[config.mk]
export PLATFORM = sky130hd
export DESIGN_NAME = decoder_3to8_seq
export DESIGN_NICKNAME = d
export VERILOG_FILES = /design/src/rtl/decoder_3to8_seq.sv
export SDC_FILE = /design/constraint.sdc
export NUM_CORES = 1
export LEC_CHECK = 0
export ABC_AREA = 1
export ABC_CLOCK_PERIOD_IN_PS = 2400
export CORE_MARGIN = 2
export CORE_UTILIZATION = 46
export CTS_BUF_LIST = sky130_fd_sc_hd__clkbuf_8
export CTS_CLUSTER_SIZE = 20
export DETAILED_ROUTE_END_ITERATION = 16
export PLACE_DENSITY_LB_ADDON = 0.3
export SETUP_SLACK_MARGIN = 0.1
export SLEW_MARGIN = 20
export SYNTH_ARGS = -nofsm -noshare
export SYNTH_HDL_FRONTEND = slang
export SYNTH_SLANG_ARGS = --single-unit
[constraint.sdc]
create_clock -name clk -period 2.4 [get_ports clk]
set_input_delay 0.24 -clock clk [delete_from_list [all_inputs] [get_ports clk]]
set_output_delay 0.24 -clock clk [all_outputs]
set_load 0.02 [all_outputs]
[src/rtl/decoder_3to8_seq.sv]
// Sequenced 3-to-8 decoder: accepts a code over valid/ready, holds the one-hot
// line for PULSE_LEN cycles, then one idle gap cycle with a done strobe.
//
// state | meaning
// IDLE  | waiting for a code, in_ready high
// DRIVE | holding the decoded pattern while the down-counter runs to zero
// GAP   | one mandatory idle cycle after a pulse, done asserted
module decoder_3to8_seq #(
    parameter int PULSE_LEN = 4
) (
    input  logic       clk,
    input  logic       rst,
    input  logic       in_valid,
    input  logic [2:0] in_code,
    input  logic       in_zero,
    input  logic       abort,
    output logic       in_ready,
    output logic [7:0] out,
    output logic       out_valid,
    output logic       done,
    output logic       busy
);

    localparam int CW = $clog2(PULSE_LEN) + 1;

    typedef enum logic [1:0] {
        IDLE  = 2'd0,
        DRIVE = 2'd1,
        GAP   = 2'd2
    } state_t;

    state_t        state, state_nxt;
    logic [CW-1:0] cnt, cnt_nxt;
    logic [7:0]    out_nxt;
    logic          out_valid_nxt;
    logic          done_nxt;

    always_ff @(posedge clk) begin
        if (rst) begin
            state     <= IDLE;
            cnt       <= '0;
            out       <= 8'h00;
            out_valid <= 1'b0;
            done      <= 1'b0;
        end else begin
            state     <= state_nxt;
            cnt       <= cnt_nxt;
            out       <= out_nxt;
            out_valid <= out_valid_nxt;
            done      <= done_nxt;
        end
    end

    // abort outranks the terminal count, so an aborted pulse never strobes done
    always_comb begin
        state_nxt     = state;
        cnt_nxt       = cnt;
        out_nxt       = out;
        out_valid_nxt = out_valid;
        done_nxt      = 1'b0;
        case (state)
            IDLE: begin
                out_nxt       = 8'h00;
                out_valid_nxt = 1'b0;
                if (in_valid) begin
                    out_nxt       = in_zero ? 8'h00 : (8'h01 << in_code);
                    out_valid_nxt = 1'b1;
                    cnt_nxt       = CW'(PULSE_LEN - 1);
                    state_nxt     = DRIVE;
                end
            end
            DRIVE: begin
                if (abort) begin
                    out_nxt       = 8'h00;
                    out_valid_nxt = 1'b0;
                    state_nxt     = IDLE;
                end else if (cnt != '0) begin
                    cnt_nxt = cnt - CW'(1);
                end else begin
                    out_nxt       = 8'h00;
                    out_valid_nxt = 1'b0;
                    done_nxt      = 1'b1;
                    state_nxt     = GAP;
                end
            end
            GAP: begin
                out_nxt       = 8'h00;
                out_valid_nxt = 1'b0;
                state_nxt     = IDLE;
            end
            default: begin
                out_nxt       = 8'h00;
                out_valid_nxt = 1'b0;
                state_nxt     = IDLE;
            end
        endcase
    end

    assign in_ready = (state == IDLE);
    assign busy     = (state != IDLE);

endmodule

# [Yosys cells after proc, flatten, opt, wreduce, memory -nomap -nowiden]
# Index checks and enable logic that the tools add are counted.
[op_classes] bitwise_logic=1 n_addsub=1 n_eq_ne=5 reduce_logical=7 n_mux=18 shift=1
[op_table] op="$mux 8" n=4
[op_table] op="$pmux 8 s2" n=1
[op_table] op="$mux 3" n=3
[op_table] op="$shl 1x3->8 const A" n=1
[op_table] op="$mux 2" n=3
[op_table] op="$ne 2x2->1 const B" n=3
[op_table] op="$pmux 3 s2" n=1
[op_table] op="$mux 1" n=4
[op_table] op="$pmux 2 s2" n=1
[op_table] op="$reduce_and 4->1" n=1
[op_table] op="$reduce_bool 2->1" n=2
[op_table] op="$ne 3x3->1 const B" n=1
[op_table] op="$reduce_bool 3->1" n=1
[op_table] op="$reduce_or 3->1" n=1
[op_table] op="$sub 3x1->3 const B" n=1
[op_table] op="$eq 2x1->1 const B" n=1
[op_table] op="$logic_not 2->1" n=1
[op_table] op="$pmux 1 s2" n=1
[op_table] op="$reduce_and 2->1" n=1
[op_table] op="$not 1->1" n=1
[totals] in_bits=8 output_inout_bits=12 ff_bits=15

# [Depth between registers and ports, before layout]
# Gate-level depths: netlist (run 1).
[depth] depth_word=4 depth_mapped=7 depth_no_buf=7

# [Least setup slack after synthesis (run 1)]
# No wires, ideal clock.
[synth_timing] kind="reg-to-reg" from="register cnt[0]" to="register out[0]" required_time_ps=2334 slack_ps=1279 path_stages_with_launch=8 t_arrival_ps=1055 setup_time_ps=66 cell_sequence="dfxtp_1 > inv_1 > ha_1 > nand2_2 > nand3_4 > inv_6 > nand2_2 > a21oi_2"
[synth_via] elab_chain_len=2
[synth_lines] element="from (decl)" line="33" source="logic [CW-1:0] cnt, cnt_nxt;"
[synth_lines] element="from (signal assigned)" line="47" source="cnt <= cnt_nxt;"
[synth_lines] element="$reduce_bool 3->1" line="77" source="end else if (cnt != '0) begin"
[synth_lines] element="$ne 3x3->1 (no line)"
[synth_lines] element="to (signal assigned)" line="48" source="out <= out_nxt;"
[synth_lines] element="to (decl)" line="18" source="output logic [7:0] out,"
# No other way between the ends.
# A chain may end at the register's enable or synchronous reset.

# [Worst setup path after layout (run 1)]
[layout_timing] from="register state[1]" to="output port in_ready"
[layout_via] elab_chain_len=1
[layout_lines] element="from (decl)" line="32" source="state_t state, state_nxt;"
[layout_lines] element="from (signal assigned)" line="46" source="state <= state_nxt;"
[layout_lines] element="$logic_not 2->1" line="99" source="assign in_ready = (state == IDLE);"
[layout_lines] element="to (decl)" line="17" source="output logic in_ready,"
# No other way between the ends.

==> results.md, run 1 <==
### Status
* outcome: finished clean

### Global route
* vias in the first global route: 630
* overall routing resource usage: 0.171
* pin count of the biggest net entering global routing: 16
* initial antenna violation count: 0
* total overflow reported by the global router: 0
* wire length of the first global-routing pass: 2.41 mm

### Yosys
* sequential area share after synthesis: 0.408
* Unique masters post-synth: 18
* Synthesized Nets: 105
* number of warnings printed during yosys synthesis: 0
* number of instances in the synthesized netlist: 95
* average footprint of a synthesized cell: 7.74 µm²
* Area contributors post-synth: sky130_fd_sc_hd__dfxtp_1 (41%), sky130_fd_sc_hd__nand2_1 (11%), sky130_fd_sc_hd__nand2_2 (9.4%)
* number of synthesized register bits: 15
* largest area contributor in the synthesized netlist: sky130_fd_sc_hd__dfxtp_1
* area of the mapped netlist: 736 µm²
* fraction of synthesized cell area taken by the top area cell type: 0.408

### Critical path
* arrival time reported for the critical path endpoint: 1.42 ns
* cell-by-cell trace of the critical path: nor2_2 -> clkdlybuf4s50_1
* setup slack of the worst register-to-register path: 1.11 ns
* CP delay by family, top: buffers and inverters
* Max stage delay cell, worst path: sky130_fd_sc_hd__clkdlybuf4s50_1
* class of the most critical setup path: flip-flop to output port
* critical-path maximum fanout: 3
* element type at the critical path end: output port
* largest stage delay on the critical path: 0.63 ns
* number of buffers and inverters on the critical path: 1
* worst endpoint required time: 2.16 ns
* sort of element at the start of the critical path: flip-flop

### Placement
* cell area after placement: 941 µm²
* placed wire-length estimate after detailed placement: 1.02 mm
* Port Buf Inserts: 19
* total placed cells including tap cells: 129
* routability congestion estimate from global placement: 0.828

### Floorplan
* die area: 1940 µm²
* core area: 1510 µm²
* Die Height: 44.0 µm
* site row count: 14
* Die Wd: 44.0 µm
* I/O pins: 20
* starting density of the core: 0.488

### Route
* vias: 656
* detailed-routing iteration count for the pre-antenna-repair pass: 4
* number of nets still failing antenna checks after routing: 0
* DR DRC count: 0
* overall routed net length: 1.37 mm
* Avg WL per Cell: 10.3 µm
* starting DRC count in detailed routing: 14
* via density per instance: 4.93

### Final layout
* net total in the final layout: 128
* n_diodes: 0
* Final Util: 0.655
* area delta synth->final: 34.2%
* post-route cell area: 987 µm²
* share of layout cells above drive strength 1: 0.239
* count of fill cells added during filler insertion: 126
* post-route non-filler standard cell count: 133

### Timing
* Rel. slew slack: 0.567
* unrepaired setup endpoints after global routing: false
* Pins Over Slew Limit: 0
* worst slew pin tran: 0.647 ns
* number of hold-slack violations in the final timing report: 0
* setup tns final: 0 ns
* number of setup violations in the final report: 0
* Tmin final: 1.66 ns
* fraction of the cycle the final worst path needs: 0.691
* top achievable clock speed: 603 MHz
* Worst Clk Skew: 0.00231 ns
* WHS: 0.462 ns

### Clock network
* Sink Count: 15
* setup repair bufs after CTS: 0
* number of gates resized after cts: 0
* htree depth: 1
* TritonCTS clock tree: done
* clk_lat worst skew: 0.24 ns
* clock slew at the register clock pins of the worst setup and hold paths: 0.06 ns
* Clock Root Buffer: sky130_fd_sc_hd__clkbuf_8
* number of CTS-inserted buffers: 3
* number of buffers on the longest clock path: 2
* Hold Buf Count CTS: 0

### Pwr
* leakage: 0.385 nW
* power density relative to cell area: 571 nW/µm²
* Worst IR Drop VDD: 0.000411 V

### Flow run
* maxcap violations: 0

### Min path
* type of the worst min-delay path: flip-flop to flip-flop

[layout make-up]
| cell class | instances | area [µm²] | area share |
|---|---|---|---|
| Sequential cell | 15 | 300 | 0.304 |
| Clock inverter | 1 | 5.00 | 0.00507 |
| Tap cell | 16 | 20.0 | 0.0203 |
| Inverter | 13 | 55.1 | 0.0558 |
| Clock buffer | 3 | 41.3 | 0.0418 |
| Multi-Input combinational cell | 66 | 375 | 0.380 |
| Timing Repair Buffer | 19 | 190 | 0.193 |
[registers in the layout, indices dropped and copies added (netlist names)]
name,count
out,8
cnt,3
state,2
done,1
out_valid,1
[cells by family (layout without fill, tap and decap cells)]
logic type,after synthesis,count (layout),synth area share
and+or+nand+nor,50,50,0.350
DFF,15,15,0.408
AOI/OAI and AO/OA,14,14,0.126
buffers and inverters,14,36,0.0816
adders and majority gates,2,2,0.0340
[cell usage after synthesis]
| cell | number |
|---|---|
| sky130_fd_sc_hd__a21oi_1 | 8 |
| sky130_fd_sc_hd__a21oi_2 | 6 |
| sky130_fd_sc_hd__buf_2 | 1 |
| sky130_fd_sc_hd__clkinv_2 | 1 |
| sky130_fd_sc_hd__dfxtp_1 | 15 |
| sky130_fd_sc_hd__ha_1 | 2 |
| sky130_fd_sc_hd__inv_1 | 11 |
| sky130_fd_sc_hd__inv_6 | 1 |
| sky130_fd_sc_hd__nand2_1 | 21 |
| sky130_fd_sc_hd__nand2_2 | 11 |
| sky130_fd_sc_hd__nand2_4 | 1 |
| sky130_fd_sc_hd__nand3_1 | 3 |
| sky130_fd_sc_hd__nand3_4 | 1 |
| sky130_fd_sc_hd__nor2_1 | 8 |
| sky130_fd_sc_hd__nor2_2 | 1 |
| sky130_fd_sc_hd__nor2_4 | 1 |
| sky130_fd_sc_hd__nor4_1 | 2 |
| sky130_fd_sc_hd__or2_2 | 1 |
[worst register-to-register path, stage by stage (launching register included)]
cell and delay (ns):
sky130_fd_sc_hd__dfxtp_1 0.35, sky130_fd_sc_hd__inv_1 0.07, sky130_fd_sc_hd__ha_1 0.21, sky130_fd_sc_hd__nand2_2 0.12, sky130_fd_sc_hd__nand3_4 0.14, sky130_fd_sc_hd__inv_6 0.14
sky130_fd_sc_hd__nand2_2 0.05, sky130_fd_sc_hd__a21oi_1 0.13
[placed cells by master, fill, tap and decap left out, drive strengths merged]
cell type and count:
nor2 10, nor4 2, clkbuf 3, a21oi 14, nand3 4, nand2 33
inv 12, or2 1, clkdlybuf4s50 19, ha 2, clkinv 2, dfxtp 15
[worst paths after layout]
path,to,cells past startpoint,from
worst max-delay path,in_ready,2,state[1]$_SDFFE_PP0P_
worst min register to register,out[5]$_SDFFE_PP0P_,2,out[5]$_SDFFE_PP0P_
worst min-delay path,out[5]$_SDFFE_PP0P_,2,out[5]$_SDFFE_PP0P_
worst max register to register,out[4]$_SDFFE_PP0P_,7,cnt[0]$_SDFFE_PP0P_
[layer usage]
layer  GRT usage  share of wire  up-vias  wire (µm)
met2       0.300           0.50       18        684
met3      0.0375          0.039        4         53
met4      0.0909          0.015        0         21
li1            -              -      342          -
met1       0.189           0.45      292        615
met5           0              0        -          0
[report_power, final]
group / internal, mW / total (mW) / switching [mW]
Combinational: 0.0404 / 0.0982 / 0.0578
Sequential: 0.258 / 0.264 / 0.00615
Clock: 0.115 / 0.201 / 0.0864
Total: 0.413 / 0.563 / 0.150
[stage by stage]
stage          worst slack (ns)  power, mW
2_1_floorplan              1.28      0.332
3_3_place_gp               1.00      0.364
3_5_place_dp              0.889      0.368
4_1_cts                   0.737      0.567
5_1_grt                   0.683      0.591
6_report                  0.742      0.563
No activity file was read; power rests on OpenSTA's default activity.
==> run 2: changes to the inputs <==
- ABC_CLOCK_PERIOD_IN_PS: 2400 -> 1600
- clock period: 2.4 -> 1.6 ns (I/O delays scaled with it)
==> results.md, run 2 (synthesis gave the netlist of run 1 again) <==
### Route
* DR DRC count: 0
* number of nets still failing antenna checks after routing: 0
* Avg WL per Cell: 10.1 µm
* overall routed net length: 1.35 mm
* starting DRC count in detailed routing: 4
* detailed-routing iteration count for the pre-antenna-repair pass: 2
* via density per instance: 4.77
* vias: 639

### Clock network
* TritonCTS clock tree: done
* Clock Root Buffer: sky130_fd_sc_hd__clkbuf_8
* setup repair bufs after CTS: 0
* clk_lat worst skew: 0.25 ns
* clock slew at the register clock pins of the worst setup and hold paths: 0.06 ns
* htree depth: 1
* number of CTS-inserted buffers: 3
* number of buffers on the longest clock path: 2
* Sink Count: 15

### Critical path
* element type at the critical path end: output port
* setup slack of the worst register-to-register path: 0.35 ns
* arrival time reported for the critical path endpoint: 1.22 ns
* worst endpoint required time: 1.44 ns
* class of the most critical setup path: flip-flop to output port
* Crit Reg-Reg Endpoint: out[2]$_SDFFE_PP0P_
* CP delay by family, top: buffers and inverters
* largest stage delay on the critical path: 0.61 ns
* cell-by-cell trace of the critical path: clkdlybuf4s50_1
* Crit Reg-Reg Startpoint: cnt[0]$_SDFFE_PP0P_
* critical-path maximum fanout: 2
* Max stage delay cell, worst path: sky130_fd_sc_hd__clkdlybuf4s50_1
* sort of element at the start of the critical path: flip-flop
* R2R depth: 7
* number of buffers and inverters on the critical path: 1

### Pwr
* Worst IR Drop VDD: 0.000484 V
* sequential power share: 0.465
* leakage: 0.389 nW
* internal power component: 620 µW
* power density relative to cell area: 856 nW/µm²
* Sw Share: 0.271
* combinational group share of total power: 0.169
* clock network power share: 0.366
* switching power of the nets: 231 µW

### Final layout
* count of fill cells added during filler insertion: 125
* Reg area: 300 µm²
* largest register by flop count: out
* area occupied by multi-input gates: 375 µm²
* most common library cell in the layout ignoring fill and taps: sky130_fd_sc_hd__nand2_1
* number of flip-flops under the largest register name: 8
* area delta synth->final: 35.2%
* post-route non-filler standard cell count: 134
* biggest registers after layout: out: 8 flops, cnt: 3 flops, state: 2 flops
* top library cells by usage in the layout, fill and taps aside: sky130_fd_sc_hd__nand2_1 (21), sky130_fd_sc_hd__clkdlybuf4s50_1 (17), sky130_fd_sc_hd__dfxtp_1 (15)
* net total in the final layout: 129
* Final Util: 0.660
* n_diodes: 0
* share of layout cells above drive strength 1: 0.246

### Placement
* routability congestion estimate from global placement: 0.766
* Port Buf Inserts: 19
* total placed cells including tap cells: 130
* DP Worst Slack: 0.261 ns
* placed wire-length estimate after detailed placement: 1.04 mm

### Timing
* number of setup violations in the final report: 0
* top achievable clock speed: 725 MHz
* fraction of the cycle the final worst path needs: 0.862
* worst slew pin tran: 0.253 ns
* unrepaired setup endpoints after global routing: false
* Pins Over Slew Limit: 0
* Rel. slew slack: 0.831
* worst path setup slack after routing: 0.221 ns
* setup tns final: 0 ns
* number of hold-slack violations in the final timing report: 0
* Tmin final: 1.38 ns
* Worst Clk Skew: 0.00418 ns

### Floorplan
* site row count: 14
* I/O pins: 20
* core area: 1510 µm²
* die area: 1940 µm²
* Die Wd: 44.0 µm
* starting density of the core: 0.488
* Die Height: 44.0 µm

### Min path
* hold path endpoint: out[3]$_SDFFE_PP0P_
* number of instances on the worst hold path: 2
* type of the worst min-delay path: flip-flop to flip-flop
* source of the worst hold timing path: out[3]$_SDFFE_PP0P_

### Global route
* total overflow reported by the global router: 0
* pin count of the biggest net entering global routing: 11
* vias in the first global route: 588
* overall routing resource usage: 0.162
* initial antenna violation count: 0
* wire length of the first global-routing pass: 2.29 mm

### Flow run
* maxcap violations: 0

### Status
* outcome: finished clean

[run 2: worst min-delay path, delay by kind of cell, from the launching register on]
| family | cells | cell delay, ns |
|---|---|---|
| flops | 1 | 0.31 |
| compound gates | 1 | 0.05 |
| simple gates | 1 | 0.06 |
[run 2: layer usage]
metal / vias up / part of all wire / global-route usage
met5: - / 0 / 0
met4: 0 / 0.0059 / 0.0909
met3: 2 / 0.042 / 0.0250
met2: 12 / 0.50 / 0.288
met1: 282 / 0.45 / 0.179
li1: 343 / - / -
[run 2: how the worst max path moves through the flow]
stage	from	endpoint	slack [ns]	depth (start not counted)
3_3_place_gp	state[1]$_SDFFE_PP0P_	in_ready	0.30	2
6_report	out[0]$_SDFFE_PP0P_	out[0]	0.22	1
2_1_floorplan	cnt[0]$_SDFFE_PP0P_	out[0]$_SDFFE_PP0P_	0.48	7
5_1_grt	out[0]$_SDFFE_PP0P_	out[0]	0.19	1
3_5_place_dp	state[1]$_SDFFE_PP0P_	in_ready	0.26	2
4_1_cts	out[0]$_SDFFE_PP0P_	out[0]	0.21	1
[run 2: power groups by stage]
stage               Sequential (mW)  Clock [mW]  Combinational [mW]
finish                        0.396       0.311               0.144
global route                  0.397       0.338               0.161
CTS                           0.396       0.319               0.146
detailed placement            0.404           0               0.148
global placement              0.403           0               0.145
floorplan                     0.408           0              0.0895
[run 2: layout make-up]
class	count	area share
multi-input cells	66	0.377
flip-flops and latches	15	0.302
repair buffers	20	0.196
inverters	13	0.0553
clock buffers	3	0.0415
well taps	16	0.0201
clock inverters	1	0.00755
[run 2: what timing repair did]
| action | 4_1_cts | 5_1_grt |
|---|---|---|
| gates resized for setup | 2 | 0 |
| hold buffers | 0 | 0 |
| setup endpoints to repair | 2 | 0 |
[run 2: stage by stage]
step	cell area (µm²)	total power, mW	hold WS, ns
final	995	0.851	0.463
after global routing	995	0.896	0.482
after CTS	995	0.860	0.466
after detailed placement	948	0.552	0.455
after global placement	948	0.549	0.452
after floorplan	736	0.497	0.229
==> run 3: changes to the inputs <==
- ABC_CLOCK_PERIOD_IN_PS: 1600 -> 1200
- CORE_UTILIZATION: 46 -> 44
- clock period: 1.6 -> 1.2 ns (I/O delays scaled with it)
==> results.md, run 3 (synthesis gave the netlist of run 1 again) <==
### Global route
* vias in the first global route: 657
* overall routing resource usage: 0.176
* total overflow reported by the global router: 0
* pin count of the biggest net entering global routing: 10
* wire length of the first global-routing pass: 2.58 mm
* initial antenna violation count: 0

### Critical path
* Crit Reg-Reg Endpoint: cnt[1]$_SDFFE_PP0P_
* number of buffers and inverters on the critical path: 1
* arrival time reported for the critical path endpoint: 1.32 ns
* crit path to: cnt[1]$_SDFFE_PP0P_
* element type at the critical path end: flip-flop
* cell repeated most along the worst path: sky130_fd_sc_hd__nand2_4
* sort of element at the start of the critical path: flip-flop
* critical-path maximum fanout: 7
* largest stage delay on the critical path: 0.34 ns
* setup slack of the worst register-to-register path: 0.05 ns
* worst setup path start: cnt[0]$_SDFFE_PP0P_
* cell-by-cell trace of the critical path: inv_2 -> ha_4 -> nand2_4 -> nand3_4 -> nand2_4 -> nand2_2 -> a21oi_2
* class of the most critical setup path: flip-flop to flip-flop
* worst endpoint required time: 1.37 ns
* instance count on the critical path: 7
* Crit Reg-Reg Startpoint: cnt[0]$_SDFFE_PP0P_
* CP delay by family, top: simple AND/OR/NAND/NOR gates
* Max stage delay cell, worst path: sky130_fd_sc_hd__dfxtp_2
* R2R depth: 7

### Final layout
* biggest registers after layout: out: 8 flops, cnt: 3 flops, state: 2 flops
* most common library cell in the layout ignoring fill and taps: sky130_fd_sc_hd__nand2_1
* count of fill cells added during filler insertion: 130
* net total in the final layout: 138
* area delta synth->final: 54.6%
* post-route non-filler standard cell count: 143
* n_diodes: 0
* largest register by flop count: out
* number of flip-flops under the largest register name: 8
* top library cells by usage in the layout, fill and taps aside: sky130_fd_sc_hd__nand2_1 (20), sky130_fd_sc_hd__a21oi_2 (11), sky130_fd_sc_hd__dfxtp_1 (11)
* share of layout cells above drive strength 1: 0.409

### Route
* Avg WL per Cell: 11.2 µm
* overall routed net length: 1.60 mm
* via density per instance: 4.89
* DR DRC count: 0
* number of nets still failing antenna checks after routing: 0
* starting DRC count in detailed routing: 6
* vias: 699
* detailed-routing iteration count for the pre-antenna-repair pass: 4

### Clock network
* clock slew at the register clock pins of the worst setup and hold paths: 0.06 ns
* Sink Count: 15
* TritonCTS clock tree: done
* htree depth: 1
* Clock Root Buffer: sky130_fd_sc_hd__clkbuf_8
* clk_lat worst skew: 0.24 ns
* number of buffers on the longest clock path: 2
* number of CTS-inserted buffers: 3

### Pwr
* Final Total Pwr: 1.18 mW
* power density relative to cell area: 1040 nW/µm²
* leakage: 0.565 nW
* Worst IR Drop VDD: 0.000864 V

### Placement
* placed wire-length estimate after detailed placement: 1.15 mm
* total placed cells including tap cells: 134
* Port Buf Inserts: 19
* routability congestion estimate from global placement: 0.794
* DP Worst Slack: -0.0213 ns

### Floorplan
* core area: 1540 µm²
* Die Height: 44.9 µm
* I/O pins: 20
* Die Wd: 44.9 µm
* die area: 2020 µm²
* starting density of the core: 0.477
* site row count: 14

### Timing
* number of hold-slack violations in the final timing report: 0
* Worst Clk Skew: 0.00184 ns
* Pins Over Slew Limit: 0
* top achievable clock speed: 873 MHz
* number of setup violations in the final report: 0
* fraction of the cycle the final worst path needs: 0.955
* Rel. slew slack: 0.847
* unrepaired setup endpoints after global routing: true
* Tmin final: 1.15 ns
* worst path setup slack after routing: 0.0543 ns
* worst slew pin tran: 0.228 ns

### Flow run
* maxcap violations: 0

### Min path
* type of the worst min-delay path: flip-flop to flip-flop

### Status
* outcome: finished clean

-- run 3: cell types whose count changed in the layout (fill, tap and decap cells not counted), sizes merged --
cell / before / now
clkinvlp: 1 / 0
buf: 1 / 10
clkdlybuf4s15: 0 / 2
clkdlybuf4s50: 17 / 7
clkbuf: 3 / 4
dlygate4sd2: 2 / 8
inv: 12 / 14
-- run 3: how the worst min path moves through the flow --
| stage | startpoint | end | slack, ns | cells after the start |
|---|---|---|---|---|
| 2_1_floorplan | rst | out[2]$_SDFFE_PP0P_ | 0.19 | 1 |
| 3_3_place_gp | out[4]$_SDFFE_PP0P_ | out[4]$_SDFFE_PP0P_ | 0.45 | 2 |
| 3_5_place_dp | out[4]$_SDFFE_PP0P_ | out[4]$_SDFFE_PP0P_ | 0.45 | 2 |
| 4_1_cts | out[4]$_SDFFE_PP0P_ | out[4]$_SDFFE_PP0P_ | 0.46 | 2 |
| 5_1_grt | out[1]$_SDFFE_PP0P_ | out[1]$_SDFFE_PP0P_ | 0.49 | 2 |
| 6_report | out[3]$_SDFFE_PP0P_ | out[3]$_SDFFE_PP0P_ | 0.46 | 2 |
-- run 3: repair_timing --
item                                    in CTS  in global routing
buffers inserted                             3                  1
pin swaps                                    5                  7
endpoints found under the setup margin      24                 15
gates cloned                                 1                  0
hold endpoints to repair                     0                  0
gates resized for setup                     24                 17
hold buffers                                 0                  0
-- run 3: area by class of cell --
| type | instances | area, µm² | share of cell area |
|---|---|---|---|
| sequential | 15 | 305 | 0.268 |
| multi-input combinational | 66 | 449 | 0.395 |
| timing repair inverter | 1 | 6.26 | 0.00550 |
| inverter | 13 | 57.6 | 0.0506 |
| tap | 16 | 20.0 | 0.0176 |
| timing repair buffer | 28 | 254 | 0.223 |
| clock inverter | 1 | 3.75 | 0.00330 |
| clock buffer | 3 | 41.3 | 0.0363 |
-- run 3: worst reg2reg max path, stage by stage (launching register included) --
cell,delay (ns)
sky130_fd_sc_hd__dfxtp_2,0.34
sky130_fd_sc_hd__inv_2,0.05
sky130_fd_sc_hd__ha_4,0.15
sky130_fd_sc_hd__nand2_4,0.06
sky130_fd_sc_hd__nand3_4,0.15
sky130_fd_sc_hd__nand2_4,0.13
sky130_fd_sc_hd__nand2_2,0.06
sky130_fd_sc_hd__a21oi_2,0.13
-- run 3: report_power, final --
| part | leakage [nW] | total, mW | switching (mW) | internal (mW) |
|---|---|---|---|---|
| Sequential | 0.123 | 0.533 | 0.0148 | 0.518 |
| Combinational | 0.415 | 0.259 | 0.141 | 0.118 |
| Clock | 0.0269 | 0.393 | 0.166 | 0.226 |
-- run 3: metrics by stage --
stage	cell area, µm²	util	hold WS (ns)	setup TNS [ns]
finish	1140	0.738	0.458	0
CTS	1090	0.707	0.460	0
global placement	997	0.647	0.450	-0.0154
detailed placement	997	0.647	0.453	-0.105
global route	1140	0.738	0.486	-0.0245
floorplan	742	-	0.189	0
-- run 3: per-layer routing --
metal  share of wire  vias to the layer above  GRT usage
met5               0                        -          0
met2            0.52                       14      0.322
met1            0.43                      320      0.192
met4           0.029                        0      0.135
li1                -                      361          -
met3           0.026                        4          0
